File: src/rtl/dice_pkg.sv
// Shared types and register map for the dice register bank and its arbiter.
package dice_pkg;

    // Arbiter transaction phases.
    typedef enum logic [1:0] {
        IDLE,
        GRANT,
        ACK
    } state_t;

    // Requesters sharing the bank.
    typedef enum logic {
        REQ_I2C,
        REQ_ROLL
    } requester_t;

    // Register map.
    localparam int unsigned ADDR_CFG0 = 0;
    localparam int unsigned ADDR_CFG1 = 1;
    localparam int unsigned ADDR_RES  = 2;

endpackage

File: src/rtl/dice_regbank.sv
// DEPTH x 8 flop register bank: one write port, one read port, config taps.
module dice_regbank
    import dice_pkg::*;
#(
    parameter int unsigned DEPTH      = 8,
    parameter int unsigned AW         = 3,
    parameter logic [7:0]  CFG0_RESET = 8'h00
) (
    input  logic          clk,
    input  logic          rst,
    input  logic          we,
    input  logic [AW-1:0] waddr,
    input  logic [7:0]    wdata,
    input  logic [AW-1:0] raddr,
    output logic [7:0]    rdata,
    output logic [7:0]    cfg0,
    output logic [7:0]    cfg1
);

    logic [7:0] mem_q [DEPTH];

    // Register storage; out-of-range writes are silently dropped.
    always_ff @(posedge clk or posedge rst) begin
        if (rst) begin
            for (int unsigned i = 0; i < DEPTH; i++) begin
                mem_q[i] <= (i == ADDR_CFG0) ? CFG0_RESET : 8'h00;
            end
        end else if (we && (32'(waddr) < DEPTH)) begin
            mem_q[waddr] <= wdata;
        end
    end

    // Read port and live config taps; out-of-range reads return zero.
    always_comb begin
        rdata = 8'h00;
        if (32'(raddr) < DEPTH) begin
            rdata = mem_q[raddr];
        end
        cfg0 = mem_q[ADDR_CFG0];
        cfg1 = mem_q[ADDR_CFG1];
    end

endmodule

File: src/rtl/dice_regbank_arbiter.sv
// Round-robin arbiter sharing the dice register bank between the I2C slave
// and the roll engine, with config write protection and a sticky result flag.
module dice_regbank_arbiter
    import dice_pkg::*;
#(
    parameter int unsigned DEPTH      = 8,
    parameter int unsigned AW         = 3,
    parameter int unsigned PROT_TOP   = 1,
    parameter int unsigned RES_ADDR   = ADDR_RES,
    parameter logic [7:0]  CFG0_RESET = 8'h00
) (
    input  logic          clk,
    input  logic          rst,
    input  logic          i2c_req,
    input  logic          i2c_we,
    input  logic [AW-1:0] i2c_addr,
    input  logic [7:0]    i2c_wdata,
    output logic          i2c_ack,
    output logic [7:0]    i2c_rdata,
    input  logic          roll_req,
    input  logic [AW-1:0] roll_addr,
    input  logic [7:0]    roll_wdata,
    output logic          roll_ack,
    output logic          roll_err,
    output logic [7:0]    cfg0,
    output logic [7:0]    cfg1,
    output logic          new_result
);

    state_t        state_q;
    requester_t    last_gnt_q;
    requester_t    lat_who_q;
    logic          lat_we_q;
    logic [AW-1:0] lat_addr_q;
    logic [7:0]    lat_wdata_q;
    logic          i2c_ack_q;
    logic          roll_ack_q;
    logic          roll_err_q;
    logic [7:0]    i2c_rdata_q;
    logic          new_result_q;

    requester_t    winner;
    logic          addr_ok;
    logic          roll_blocked;
    logic          is_res_addr;
    logic          bank_we;
    logic [7:0]    bank_rdata;

    // Winner selection and access qualification for the latched transaction.
    always_comb begin
        winner = REQ_ROLL;
        if (i2c_req && roll_req) begin
            winner = (last_gnt_q == REQ_ROLL) ? REQ_I2C : REQ_ROLL;
        end else if (i2c_req) begin
            winner = REQ_I2C;
        end
        addr_ok      = 32'(lat_addr_q) < DEPTH;
        is_res_addr  = lat_addr_q == AW'(RES_ADDR);
        // Roll engine may not touch config registers or nonexistent ones.
        roll_blocked = (lat_who_q == REQ_ROLL) && ((32'(lat_addr_q) <= PROT_TOP) || !addr_ok);
        bank_we      = (state_q == GRANT) && lat_we_q && !roll_blocked;
    end

    dice_regbank #(
        .DEPTH      (DEPTH),
        .AW         (AW),
        .CFG0_RESET (CFG0_RESET)
    ) u_bank (
        .clk   (clk),
        .rst   (rst),
        .we    (bank_we),
        .waddr (lat_addr_q),
        .wdata (lat_wdata_q),
        .raddr (lat_addr_q),
        .rdata (bank_rdata),
        .cfg0  (cfg0),
        .cfg1  (cfg1)
    );

    // Arbiter FSM: latch winner in IDLE, access in GRANT, retire ack in ACK.
    always_ff @(posedge clk or posedge rst) begin
        if (rst) begin
            state_q      <= IDLE;
            last_gnt_q   <= REQ_ROLL;
            lat_who_q    <= REQ_I2C;
            lat_we_q     <= 1'b0;
            lat_addr_q   <= '0;
            lat_wdata_q  <= 8'h00;
            i2c_ack_q    <= 1'b0;
            roll_ack_q   <= 1'b0;
            roll_err_q   <= 1'b0;
            i2c_rdata_q  <= 8'h00;
            new_result_q <= 1'b0;
        end else begin
            unique case (state_q)
                IDLE: begin
                    if (i2c_req || roll_req) begin
                        lat_who_q  <= winner;
                        last_gnt_q <= winner;
                        if (winner == REQ_I2C) begin
                            lat_we_q    <= i2c_we;
                            lat_addr_q  <= i2c_addr;
                            lat_wdata_q <= i2c_wdata;
                        end else begin
                            lat_we_q    <= 1'b1;
                            lat_addr_q  <= roll_addr;
                            lat_wdata_q <= roll_wdata;
                        end
                        state_q <= GRANT;
                    end
                end
                GRANT: begin
                    if (lat_who_q == REQ_I2C) begin
                        i2c_ack_q <= 1'b1;
                        if (!lat_we_q) begin
                            i2c_rdata_q <= bank_rdata;
                            if (is_res_addr) begin
                                new_result_q <= 1'b0;
                            end
                        end
                    end else begin
                        roll_ack_q <= 1'b1;
                        roll_err_q <= roll_blocked;
                        if (!roll_blocked && is_res_addr) begin
                            new_result_q <= 1'b1;
                        end
                    end
                    state_q <= ACK;
                end
                ACK: begin
                    i2c_ack_q  <= 1'b0;
                    roll_ack_q <= 1'b0;
                    roll_err_q <= 1'b0;
                    state_q    <= IDLE;
                end
                default: state_q <= IDLE;
            endcase
        end
    end

    assign i2c_ack    = i2c_ack_q;
    assign i2c_rdata  = i2c_rdata_q;
    assign roll_ack   = roll_ack_q;
    assign roll_err   = roll_err_q;
    assign new_result = new_result_q;

endmodule

File: config.mk
export PLATFORM = sky130hd
export DESIGN_NAME = dice_regbank_arbiter
export DESIGN_NICKNAME = d
export VERILOG_FILES = /design/src/rtl/dice_pkg.sv /design/src/rtl/dice_regbank.sv /design/src/rtl/dice_regbank_arbiter.sv
export SDC_FILE = /design/constraint.sdc
export NUM_CORES = 1
export LEC_CHECK = 0
export CAP_MARGIN = 20
export CORE_MARGIN = 2
export CORE_UTILIZATION = 55
export CTS_CLUSTER_DIAMETER = 50
export DETAILED_ROUTE_END_ITERATION = 7
export PLACE_DENSITY_LB_ADDON = 0.3
export RECOVER_POWER = 100
export SYNTH_ARGS = -nofsm -noshare
export SYNTH_HDL_FRONTEND = slang
export SYNTH_SLANG_ARGS = --single-unit
File: constraint.sdc
create_clock -name clk -period 3.3 [get_ports clk]
set_input_delay 0.33 -clock clk [delete_from_list [all_inputs] [get_ports clk]]
set_output_delay 0.33 -clock clk [all_outputs]
set_load 0.01 [all_outputs]
==> run summary, run 1 <==
Worst Tran Pin Value -> 1.26 ns
total power -> 4760 uW
Worst EP required -> 3.54 ns
busiest grt layer -> met2
GR Util met3 -> 0.0285
Unique masters post-synth -> 49
largest net degree at the start of global routing -> 56
Seq/Total Area, Yosys -> 0.530
routability cong. -> 0.825
placeable core area -> 7690 um2
Peak VDD IR -> 0.421 mV
CTS buffer count -> 9
Sink Count -> 92
Fillers -> 611
Avg Cell Area, Syn -> 12.7 um2
post-route cell area -> 5020 um2
antenna diode count -> 0
Initial Util -> 0.565
worst path arrival time -> 2.96 ns
RSZ-0062 raised after global routing -> false
status -> finished, final reports clean
clk_skew -> 0.00612 ns
vias per std cell -> 5.81
capturing element type of the critical path -> flip-flop
Area Overhead vs Synth -> 15.5%
PortBufs -> 54
R2R Path Start -> lat_addr_q[1]
Ports -> 55
# rows -> 32
clock slew at reported path FFs -> 0.08 ns
initial DRC count -> 132
CTS tree -> yes
commonest non-fill, non-tap cells in the layout -> 91 x dfrtp_1, 70 x mux2_2, 29 x dlygate4sd3_1
wire length per cell -> 19.1 um
final hold vios -> 0
kind of critical path -> flip-flop to flip-flop
Area after DPL -> 4890 um2
Max-Cap Viols -> 0
DP HPWL -> 6310 um
Startpoint Class -> flip-flop
die height -> 92.9 um
Hold Path End -> i2c_ack
Final Setup Violations -> 0
Hold Slack -> 0.484 ns
layout cell share with drive strength beyond 1 -> 0.251
Fmax -> 0.367 GHz
DP Cell Count -> 473
Final min period -> 2.72 ns
Max-slew headroom -> 0.154
Die ar. -> 8630 um2
die width -> 92.9 um
First-pass DRT Iterations -> 4
commonest non-fill, non-tap cell in the layout -> dfrtp_1
Syn. warnings -> 0
Syn Nets -> 368
post-route setup TNS -> 0 ns
CTS Hold Bufs -> 0
synthesis-stage register bit count -> 92
fin crit share -> 0.825
Max Root-Sink Buffers -> 2
Root Driver -> clkbuf_8
final cell count without fillers -> 489
Net count, final -> 410
met2 Use GR -> 0.370
reg2reg end -> u_bank.mem_q[25]
R2R cell count -> 3
M1 GR Usage -> 0.329
Post-synth EDFFs -> 0
hold path start -> i2c_ack
cts repair resizes -> 0
number of global-route vias before repair -> 2,868
gr usage total -> 0.234
DR DRC count -> 0
fin. max-slew vios -> 0
PwrDens -> 948 nW/um2
ys flop type -> dfrtp_1
Hold WC Path Type -> flip-flop to flip-flop
post-CTS setup buffer count -> 0
Mapped Cells -> 341
flop2flop setup slack -> 0.58 ns
H-Tree Depth -> 3
Synth async-reset ratio -> 1.00
mapped cell area -> 4350 um2
DRT Wirelength -> 9320 um
first-pass GRT wire length -> 15,100 um
crit path max fanout -> 17
Hold Crit Depth -> 2
antenna violations before repair -> 0
Antenna Nets Post-Route -> 0
via count -> 2,839
leakage power -> 0.00219 uW
GR Overflow Total -> 0
clock latency on the worst-skew pair -> 0.35 ns
## final cells by class
class | instances | area, um2 | share of cell area
flip-flops and latches | 92 | 2300 | 0.459
clock inverters | 2 | 35.0 | 0.00698
inverters | 6 | 25.0 | 0.00498
well taps | 102 | 128 | 0.0254
repair buffers | 64 | 626 | 0.125
multi-input cells | 210 | 1760 | 0.350
clock buffers | 13 | 149 | 0.0297
## per-stage QoR
stage	utilization	worst slack [ns]
after floorplan	-	0.580
after global placement	0.636	0.973
final	0.653	0.577
after detailed placement	0.636	0.876
after CTS	0.660	0.868
after global routing	0.653	0.453
## Yosys cell counts (2+ instances only)
| master | n | area, um2 |
|---|---|---|
| a211o_1 | 2 | 17.5 |
| a21oi_1 | 15 | 75.1 |
| a221o_1 | 4 | 40.0 |
| a221oi_1 | 3 | 26.3 |
| a31oi_1 | 6 | 37.5 |
| and2_1 | 2 | 12.5 |
| buf_2 | 8 | 40.0 |
| buf_4 | 17 | 128 |
| clkbuf_1 | 7 | 26.3 |
| dfrtp_1 | 91 | 2280 |
| inv_1 | 5 | 18.8 |
| mux2_2 | 71 | 800 |
| mux2i_1 | 22 | 220 |
| nand2_1 | 11 | 41.3 |
| nand2b_1 | 2 | 12.5 |
| nand3_1 | 4 | 20.0 |
| nor2_1 | 21 | 78.8 |
| nor2b_1 | 2 | 12.5 |
| nor3_1 | 2 | 10.0 |
| nor3_2 | 3 | 30.0 |
| nor4_4 | 2 | 42.5 |
| o211ai_1 | 3 | 22.5 |
| o21a_1 | 2 | 15.0 |
| o21ai_0 | 8 | 40.0 |
| o2bb2ai_1 | 2 | 17.5 |
| o32ai_1 | 2 | 17.5 |
| or3_1 | 2 | 12.5 |
## where the power goes
part	switching, uW	total [uW]	leakage, uW	internal (uW)
logic	884	1880	0.000988	1000
clock network	362	729	0.0000935	367
registers	475	2150	0.00111	1670
total	1720	4760	0.00219	3040
## worst max-delay path, cell delays in order, from the launching register on
cell and delay (ns):
dfrtp_1 0.59, clkbuf_1 0.46, nor4_2 1.13, mux2_2 0.43
## state kept, by name (all words and copies together) (netlist names)
name	cells
i2c_ack	1
lat_wdata_q	8
u_bank.cfg0	8
roll_err	1
roll_ack	1
last_gnt_q	1
new_result	1
u_bank.cfg1	8
u_bank.mem_q	48
lat_we_q	1
i2c_rdata	8
lat_addr_q	3
state_q	2
lat_who_q	1
## cells by family (layout without fill, tap and decap cells)
kind of cell           Yosys count  after routing  share of synthesized area
muxes                           95             95                      0.243
AOI/OAI and AO/OA               56             56                     0.0890
DFF                             92             92                      0.530
buffers and inverters           39             85                     0.0535
and+or+nand+nor                 59             59                     0.0843
## worst max-delay path by stage
stage	from	endpoint	slack [ns]
after floorplan	rst	i2c_ack	0.58
after CTS	lat_addr_q[2]	u_bank.cfg0[3]	0.87
after global placement	lat_addr_q[2]	u_bank.cfg0[7]	0.97
after global routing	lat_addr_q[1]	u_bank.mem_q[25]	0.45
after detailed placement	lat_addr_q[2]	u_bank.cfg0[3]	0.88
final	lat_addr_q[1]	u_bank.mem_q[25]	0.58
## routing by layer
layer	routed length [um]	vias up	share of wire
met3	434	17	0.047
met1	4380	1426	0.47
met4	186	0	0.020
li1	-	1307	-
met5	0	-	0
met2	4310	89	0.46
No activity file was read; power rests on OpenSTA's default activity.
==> run 2: changes to the inputs <==
Clock period 3.3 ns to 2.7 ns, I/O delays scaled along.
==> run summary, run 2 (synthesized netlist as in run 1, its figures left out) <==
status -> finished, final reports clean
crit path max fanout -> 11 (-6)
Ports -> 55 (unchanged)
Worst Tran Pin Value -> 1.21 ns (-0.0539 ns)
worst path arrival time -> 2.59 ns (-0.37 ns)
clock slew at reported path FFs -> 0.08 ns (about the same)
Max Root-Sink Buffers -> 2 (unchanged)
Fmax -> 0.428 GHz (+16%)
DRT Wirelength -> 8950 um (-4.0%)
first-pass GRT wire length -> 14,600 um (-3.5%)
wire length per cell -> 17.9 um (-5.9%)
DR DRC count -> 0 (unchanged)
gr usage total -> 0.224 (-0.0109)
CP max-delay cell -> dfrtp_1
post-route cell area -> 5080 um2 (+1.1%)
worst slack at placement -> 0.538 ns (-0.338 ns)
number of flip-flops in the largest register -> 48 (unchanged)
DP HPWL -> 6220 um (-1.3%)
Initial Util -> 0.565 (unchanged)
Worst EP required -> 2.95 ns (-0.59 ns)
layout cell share with drive strength beyond 1 -> 0.254 (+0.00376)
RSZ-0062 raised after global routing -> false
clock latency on the worst-skew pair -> 0.36 ns (about the same)
CTS Hold Bufs -> 0 (unchanged)
final cell count without fillers -> 499 (+2.0%)
Top reg by flops -> u_bank.mem_q
Setup WS post-layout -> 0.362 ns (-0.214 ns)
antenna violations before repair -> 0 (unchanged)
CTS tree -> yes
initial DRC count -> 224 (+70%)
leakage power -> 0.00221 uW (+0.84%)
Crit path largest cell delay -> 0.54 ns (-0.59 ns)
via count -> 2,868 (+1.0%)
kind of critical path -> flip-flop to flip-flop
# rows -> 32 (unchanged)
Startpoint Class -> flip-flop
clk_skew -> 0.0108 ns (+0.00469 ns)
die width -> 92.9 um (unchanged)
crit path buf inv count -> 2 (+1)
Peak VDD IR -> 0.581 mV (+38%)
Sink Count -> 92 (unchanged)
H-Tree Depth -> 3 (unchanged)
Die ar. -> 8630 um2 (unchanged)
post-route setup TNS -> 0 ns (unchanged)
Root Driver -> clkbuf_8
Hold WC Path Type -> flip-flop to flip-flop
cts repair resizes -> 0 (unchanged)
commonest non-fill, non-tap cells in the layout -> 91 x dfrtp_1, 71 x mux2_2, 29 x dlygate4sd3_1
GR Overflow Total -> 0 (unchanged)
routability cong. -> 0.852 (+3.3%)
First-pass DRT Iterations -> 5 (+1)
number of global-route vias before repair -> 2,794 (-2.6%)
Top Family by Delay on Critical Path -> buffers and inverters
placeable core area -> 7690 um2 (unchanged)
Area Overhead vs Synth -> 16.8%
Antenna Nets Post-Route -> 0 (unchanged)
Fillers -> 600 (-1.8%)
Max-slew headroom -> 0.196 (+0.0429)
Final min period -> 2.34 ns (-0.386 ns)
DP Cell Count -> 483 (+2.1%)
PwrDens -> 1170 nW/um2 (+24%)
critical-path cell list -> clkbuf_1 -> nand2b_1 -> nor3_1 -> clkbuf_1 -> mux2_2
Max-Cap Viols -> 0 (unchanged)
final hold vios -> 0 (unchanged)
antenna diode count -> 0 (unchanged)
fin crit share -> 0.866 (+0.0406)
largest net degree at the start of global routing -> 93 (+66%)
commonest non-fill, non-tap cell in the layout -> dfrtp_1
die height -> 92.9 um (unchanged)
vias per std cell -> 5.75 (-1.0%)
capturing element type of the critical path -> flip-flop
Area after DPL -> 4970 um2 (+1.5%)
post-CTS setup buffer count -> 0 (unchanged)
total power -> 5940 uW (+25%)
crit-path most repeated cell -> clkbuf_1
CTS buffer count -> 9 (unchanged)
Final Setup Violations -> 0 (unchanged)
PortBufs -> 54 (unchanged)
Net count, final -> 419 (+2.2%)
fin. max-slew vios -> 0 (unchanged)
-- run 2: changes by cell type in the layout (fill, tap and decap cells not counted), sizes merged --
cell      change
clkinvlp      +2
buf           +1
bufinv        +1
clkbuf        +7
clkinv        -1
-- run 2: worst min-delay path: stages (launching register included) --
cell     delay (ns)
dfrtp_1        0.35
nand2_1        0.05
nand2_1        0.06
-- run 2: final cells by class --
type	count	area (um2)	share of cell area
sequential	92	2300	0.454
multi-input combinational	210	1770	0.348
timing repair buffer	73	643	0.127
clock buffer	12	135	0.0266
tap	102	128	0.0251
clock inverter	4	75.1	0.0148
inverter	6	25.0	0.00493
-- run 2: per-stage QoR --
stage,utilization,hold WS [ns]
3_3_place_gp,0.646,0.460
3_5_place_dp,0.646,0.479
2_1_floorplan,-,0.396
6_report,0.660,0.484
5_1_grt,0.660,0.519
4_1_cts,0.673,0.359
-- run 2: path summary, 6_finish.rpt --
kind,from,slack (ns),cells after the start,endpoint
max,lat_addr_q[1],0.36,5,u_bank.mem_q[11]
min,roll_ack,0.48,2,roll_ack
max reg2reg,lat_addr_q[1],0.36,5,u_bank.mem_q[11]
min reg2reg,roll_ack,0.48,2,roll_ack
max in group asynchronous,rst,1.13,3,u_bank.mem_q[31]
min in group asynchronous,rst,0.78,3,u_bank.cfg0[6]
-- run 2: layer usage --
| layer | GRT usage | wire length, um |
|---|---|---|
| met3 | 0.0342 | 329 |
| met4 | 0.0919 | 161 |
| met2 | 0.341 | 4140 |
| met5 | 0 | 0 |
| met1 | 0.322 | 4320 |
-- run 2: report_power, final --
| group | total [uW] | switching (uW) | internal (uW) |
|---|---|---|---|
| registers | 2610 | 569 | 2040 |
| clock network | 985 | 463 | 523 |
| logic | 2350 | 1100 | 1240 |
==> patch 1, RTL diff (config.mk and constraints of run 1) <==
`DEPTH` is set to 8 in 2 places; all go to 16. Comments in the files are not updated.
--- a/src/rtl/dice_regbank.sv
+++ b/src/rtl/dice_regbank.sv
@@ -4,3 +4,3 @@
 #(
-    parameter int unsigned DEPTH      = 8,
+    parameter int unsigned DEPTH      = 16,
     parameter int unsigned AW         = 3,
--- a/src/rtl/dice_regbank_arbiter.sv
+++ b/src/rtl/dice_regbank_arbiter.sv
@@ -5,3 +5,3 @@
 #(
-    parameter int unsigned DEPTH      = 8,
+    parameter int unsigned DEPTH      = 16,
     parameter int unsigned AW         = 3,
Function: no difference found for any inputs over 4 cycles, from zero or initial values and one cycle with rst high; that may be too few to reach the edited logic, so the function may still have changed.
==> patch 1 against run 1 <==
Total power fell by 1.4%. Setup slack improved by 230 ps. Utilization shrank 0.59 points. Wire length decreased by 8.1%. Cell area down 0.90%. Sequential cell count did not move. Area after synthesis fell by 0.35%. Critical path type unchanged. Largest cell class unchanged. Largest power group unchanged.
==> patch 1: results (changes against run 1) <==
outcome completed (unchanged); Worst Clk Skew 15.66 ps (was 6.117 ps); fill count 636 (was 611); sequential-to-total area share from yosys stat 53.18% (was 52.99%); initial DRC count 217 (was 132); GPL Wtd Cong 0.8406 (was 0.8250); clock-pin slew of the registers on the worst-case setup and hold paths 100 ps (was 80 ps); Worst Tran Pin Value 1385 ps (was 1259 ps); DR WL met3 322 um (was 434 um); DP Worst Slack 1190 ps (was 875.8 ps); pin count of the biggest net entering global routing 61 (was 56); total leakage power 2.208 nW (was 2.190 nW); hpwl dp 5.832 mm (was 6.310 mm); via count 2736 (was 2839); metal2 WL 3.919 mm (was 4.313 mm); Worst EP arrival 2750 ps (was 2960 ps); Synth area leaders dfrtp_1, mux2_2, mux2i_1, buf_4, mux2_4 (was dfrtp_1, mux2_2, mux2i_1, buf_4, nor2_1); Post-synth top cells dfrtp_1, mux2_2, mux2i_1 (unchanged); CP max-delay cell nor4_4 (was nor4_2); flop2flop setup slack 800 ps (was 580 ps); DR WL/cell 17.47 um (was 19.05 um); met3 GRT Util 4.719% (was 2.848%); hold endpoint u_bank.mem_q[101] (was i2c_ack); Synth Net Count 371 (was 368); CP max stage delay 590 ps (was 1130 ps); met2 Use GR 31.87% (was 37.02%); Global Route met1 Usage 32.02% (was 32.91%); worst reg2reg path endpoint u_bank.cfg0[0] (was u_bank.mem_q[25]); Psw 1.732 mW (was 1.722 mW); worst-path fanout max 28 (was 17); first-pass GRT wire length 14.19 mm (was 15.14 mm); layout cells sized above 1 23.71% (was 25.06%); distinct cell type count after synthesis 39 (was 49); worst r2r path cells 4 (was 3); peak supply drop 392.5 uV (was 420.7 uV); GRT Total Usage 21.68% (was 23.44%)
patch 1: changes by cell type after synthesis, moves of 4 or more:
cell / before / now
a221o_1: 4 / 0
mux2_2: 71 / 61
a21oi_1: 15 / 20
mux2i_1: 22 / 29
a22oi_1: 0 / 4
clkbuf_1: 7 / 11
o22ai_1: 0 / 4
nand2_1: 11 / 5
mux2_4: 1 / 8
patch 1: logic make-up after synthesis:
family	share of synthesized area, %
AO/OA/AOI/OAI	7.886
buffers and inverters	5.661
flip-flops	53.18
multiplexers	26.37
AND/OR/NAND/NOR	6.904
patch 1: layout make-up:
type / instances / area share, %
Clock inverter: 4 / 0.5029
Clock buffer: 12 / 2.917
Inverter: 7 / 0.5532
Timing Repair Buffer: 64 / 12.35
Sequential cell: 92 / 46.29
Multi-Input combinational cell: 209 / 34.83
Tap cell: 102 / 2.565
patch 1: power groups by stage:
| stage | clock network [mW] | registers [mW] | logic [mW] |
|---|---|---|---|
| global placement | 0 | 2.14 | 1.93 |
| detailed placement | 0 | 2.17 | 1.97 |
| CTS | 0.693 | 2.15 | 1.99 |
| finish | 0.683 | 2.14 | 1.87 |
| global route | 0.750 | 2.23 | 2.04 |
| floorplan | 0 | 2.00 | 1.52 |
patch 1: worst max path at each step:
stage	to	slack [ps]
2_1_floorplan	i2c_ack	580
3_3_place_gp	u_bank.cfg0[3]	1260
3_5_place_dp	u_bank.cfg0[0]	1190
4_1_cts	u_bank.cfg0[0]	1180
5_1_grt	u_bank.mem_q[106]	600
6_report	u_bank.cfg0[0]	800
patch 1: stage by stage:
stage | std cells | instance area [um2]
floorplan | 344 | 4332
global placement | 473 | 4867
detailed placement | 473 | 4867
CTS | 489 | 5037
global route | 490 | 4976
finish | 490 | 4976
==> patch 2, RTL diff (settings of run 1) <==
Made on the original files. Reset style: synchronous (`rst`), changed in 2 clocked blocks.
--- a/src/rtl/dice_regbank.sv
+++ b/src/rtl/dice_regbank.sv
@@ -22,3 +22,3 @@
     // Register storage; out-of-range writes are silently dropped.
-    always_ff @(posedge clk or posedge rst) begin
+    always_ff @(posedge clk) begin
         if (rst) begin
--- a/src/rtl/dice_regbank_arbiter.sv
+++ b/src/rtl/dice_regbank_arbiter.sv
@@ -80,3 +80,3 @@
     // Arbiter FSM: latch winner in IDLE, access in GRANT, retire ack in ACK.
-    always_ff @(posedge clk or posedge rst) begin
+    always_ff @(posedge clk) begin
         if (rst) begin
Function: differs if rst is asserted again (counterexample within 4 cycles, from zero or initial values and one cycle with rst high); with rst held inactive, the same outputs for 10 cycles.
==> patch 2 against run 1 <==
Area after synthesis shrank 1.3%. Synthesized cell count grew 8.5%. Utilization grew 0.82 points. First-iteration DRC count grew 17%. Cell count grew 7.0%. Hold slack gained 2.8 ps. Cell area grew 0.72%. Wire length shrank 2.4%. Setup slack gained 56 ps. Sequential cell count is the same. Non-clock buffer count grew 1.
Power is not compared: it rests on default switching activity, and its combinational part moved more than twofold at a synthesized area within 25%.
==> patch 2: results (changes against run 1) <==
Nets 443 (was 410); GRT Total Usage 22.69% (was 23.44%); Post-synth top cells edfxtp_1, nor2_1, mux2i_1 (was dfrtp_1, mux2_2, mux2i_1); initial DRC count 154 (was 132); root buf cell clkbuf_8 (unchanged); DR WL met3 523 um (was 434 um); metal2 WL 4.658 mm (was 4.313 mm); Vias per Instance 5.799 (was 5.806); FFs w/ async S/R, synth 0% (was 100.0%); Worst Clk Skew 8.389 ps (was 6.117 ps); hpwl dp 6.418 mm (was 6.310 mm); hold endpoint new_result (was i2c_ack); layout cells sized above 1 6.413% (was 25.06%); Setup WS post-layout 632.1 ps (was 576.6 ps); first-pass GRT wire length 14.81 mm (was 15.14 mm); Synth Net Count 397 (was 368); number of flops mapped to enable cells by yosys 64 (was 0); worst reg2reg path endpoint i2c_rdata[6] (was u_bank.mem_q[25]); sequential-to-total area share from yosys stat 57.88% (was 52.99%); Worst Tran Pin Value 1336 ps (was 1259 ps); worst r2r path cells 4 (was 3); peak supply drop 280.5 uV; GPL Wtd Cong 0.8585 (was 0.8250); max reg flops 64 (was 48); Hold Path Origin new_result (was i2c_ack); pin count of the biggest net entering global routing 27 (was 56); Synth area leaders edfxtp_1, dfxtp_1, mux2i_1, and2_1, nor2_1 (was dfrtp_1, mux2_2, mux2i_1, buf_4, nor2_1); distinct cell type count after synthesis 46 (was 49); final wirelength 9.096 mm (was 9.316 mm); Worst EP arrival 2910 ps (was 2960 ps); worst r2r src lat_addr_q[0] (was lat_addr_q[1]); M1 WL 3.801 mm (was 4.381 mm); Final Util 66.13% (was 65.32%); vias in the first global route 3022 (was 2868); outcome completed (unchanged); DP Worst Slack 811.3 ps (was 875.8 ps); worst-path fanout max 26 (was 17); critical path class flop to flop (unchanged)
==> patch 2: changes by cell type in the layout (fill, tap and decap cells not counted), sizes merged, moves of 17 or more <==
cell / change
and2: +23
dfrtp: -91
dfxtp: +28
edfxtp: +64
mux2: -71
nor2: +17
==> patch 2: per-layer routing <==
layer / vias up / GRT usage, %
li1: 1464 / -
met1: 1455 / 28.71
met2: 103 / 38.44
met3: 11 / 5.045
met4: 0 / 8.209
met5: - / 0
==> patch 2: final cells by class <==
cell class,count,area [um2]
fill,586,2590
inverter,5,18.77
tap,102,127.6
multi-input combinational,243,1619
sequential,92,2484
clock buffer,9,123.9
timing repair buffer,65,593.1
clock inverter,7,91.34
==> patch 2: power by group <==
part / switching (mW) / leakage [nW] / internal, mW / total, mW
logic: 0.168 / 0.706 / 0.153 / 0.320
clock network: 0.391 / 0.109 / 0.424 / 0.815
registers: 0.0743 / 0.892 / 1.29 / 1.37
total: 0.633 / 1.71 / 1.87 / 2.50
==> patch 2: worst max-delay path: stages, from the launching register on <==
cell and delay [ps]:
dfxtp_2 810, clkbuf_1 990, mux2i_1 340, o22ai_1 110
o31a_1 300
==> patch 2: cell families after synthesis <==
group / Yosys count / share of synthesized area (%)
AOI/OAI and AO/OA: 84 / 12.75
DFF: 92 / 57.88
and+or+nand+nor: 127 / 17.74
muxes: 32 / 7.497
buffers and inverters: 35 / 4.142
==> patch 2: through the flow <==
| stage | total power, mW | std cells | instance area (um2) | hold WS (ps) |
|---|---|---|---|---|
| floorplan | 1.591 | 370 | 4289 | 465.4 |
| global placement | 1.717 | 507 | 4882 | 467.0 |
| detailed placement | 1.726 | 507 | 4882 | 474.1 |
| CTS | 2.523 | 523 | 5097 | 492.8 |
| global route | 2.595 | 523 | 5057 | 523.1 |
| finish | 2.501 | 523 | 5057 | 486.6 |
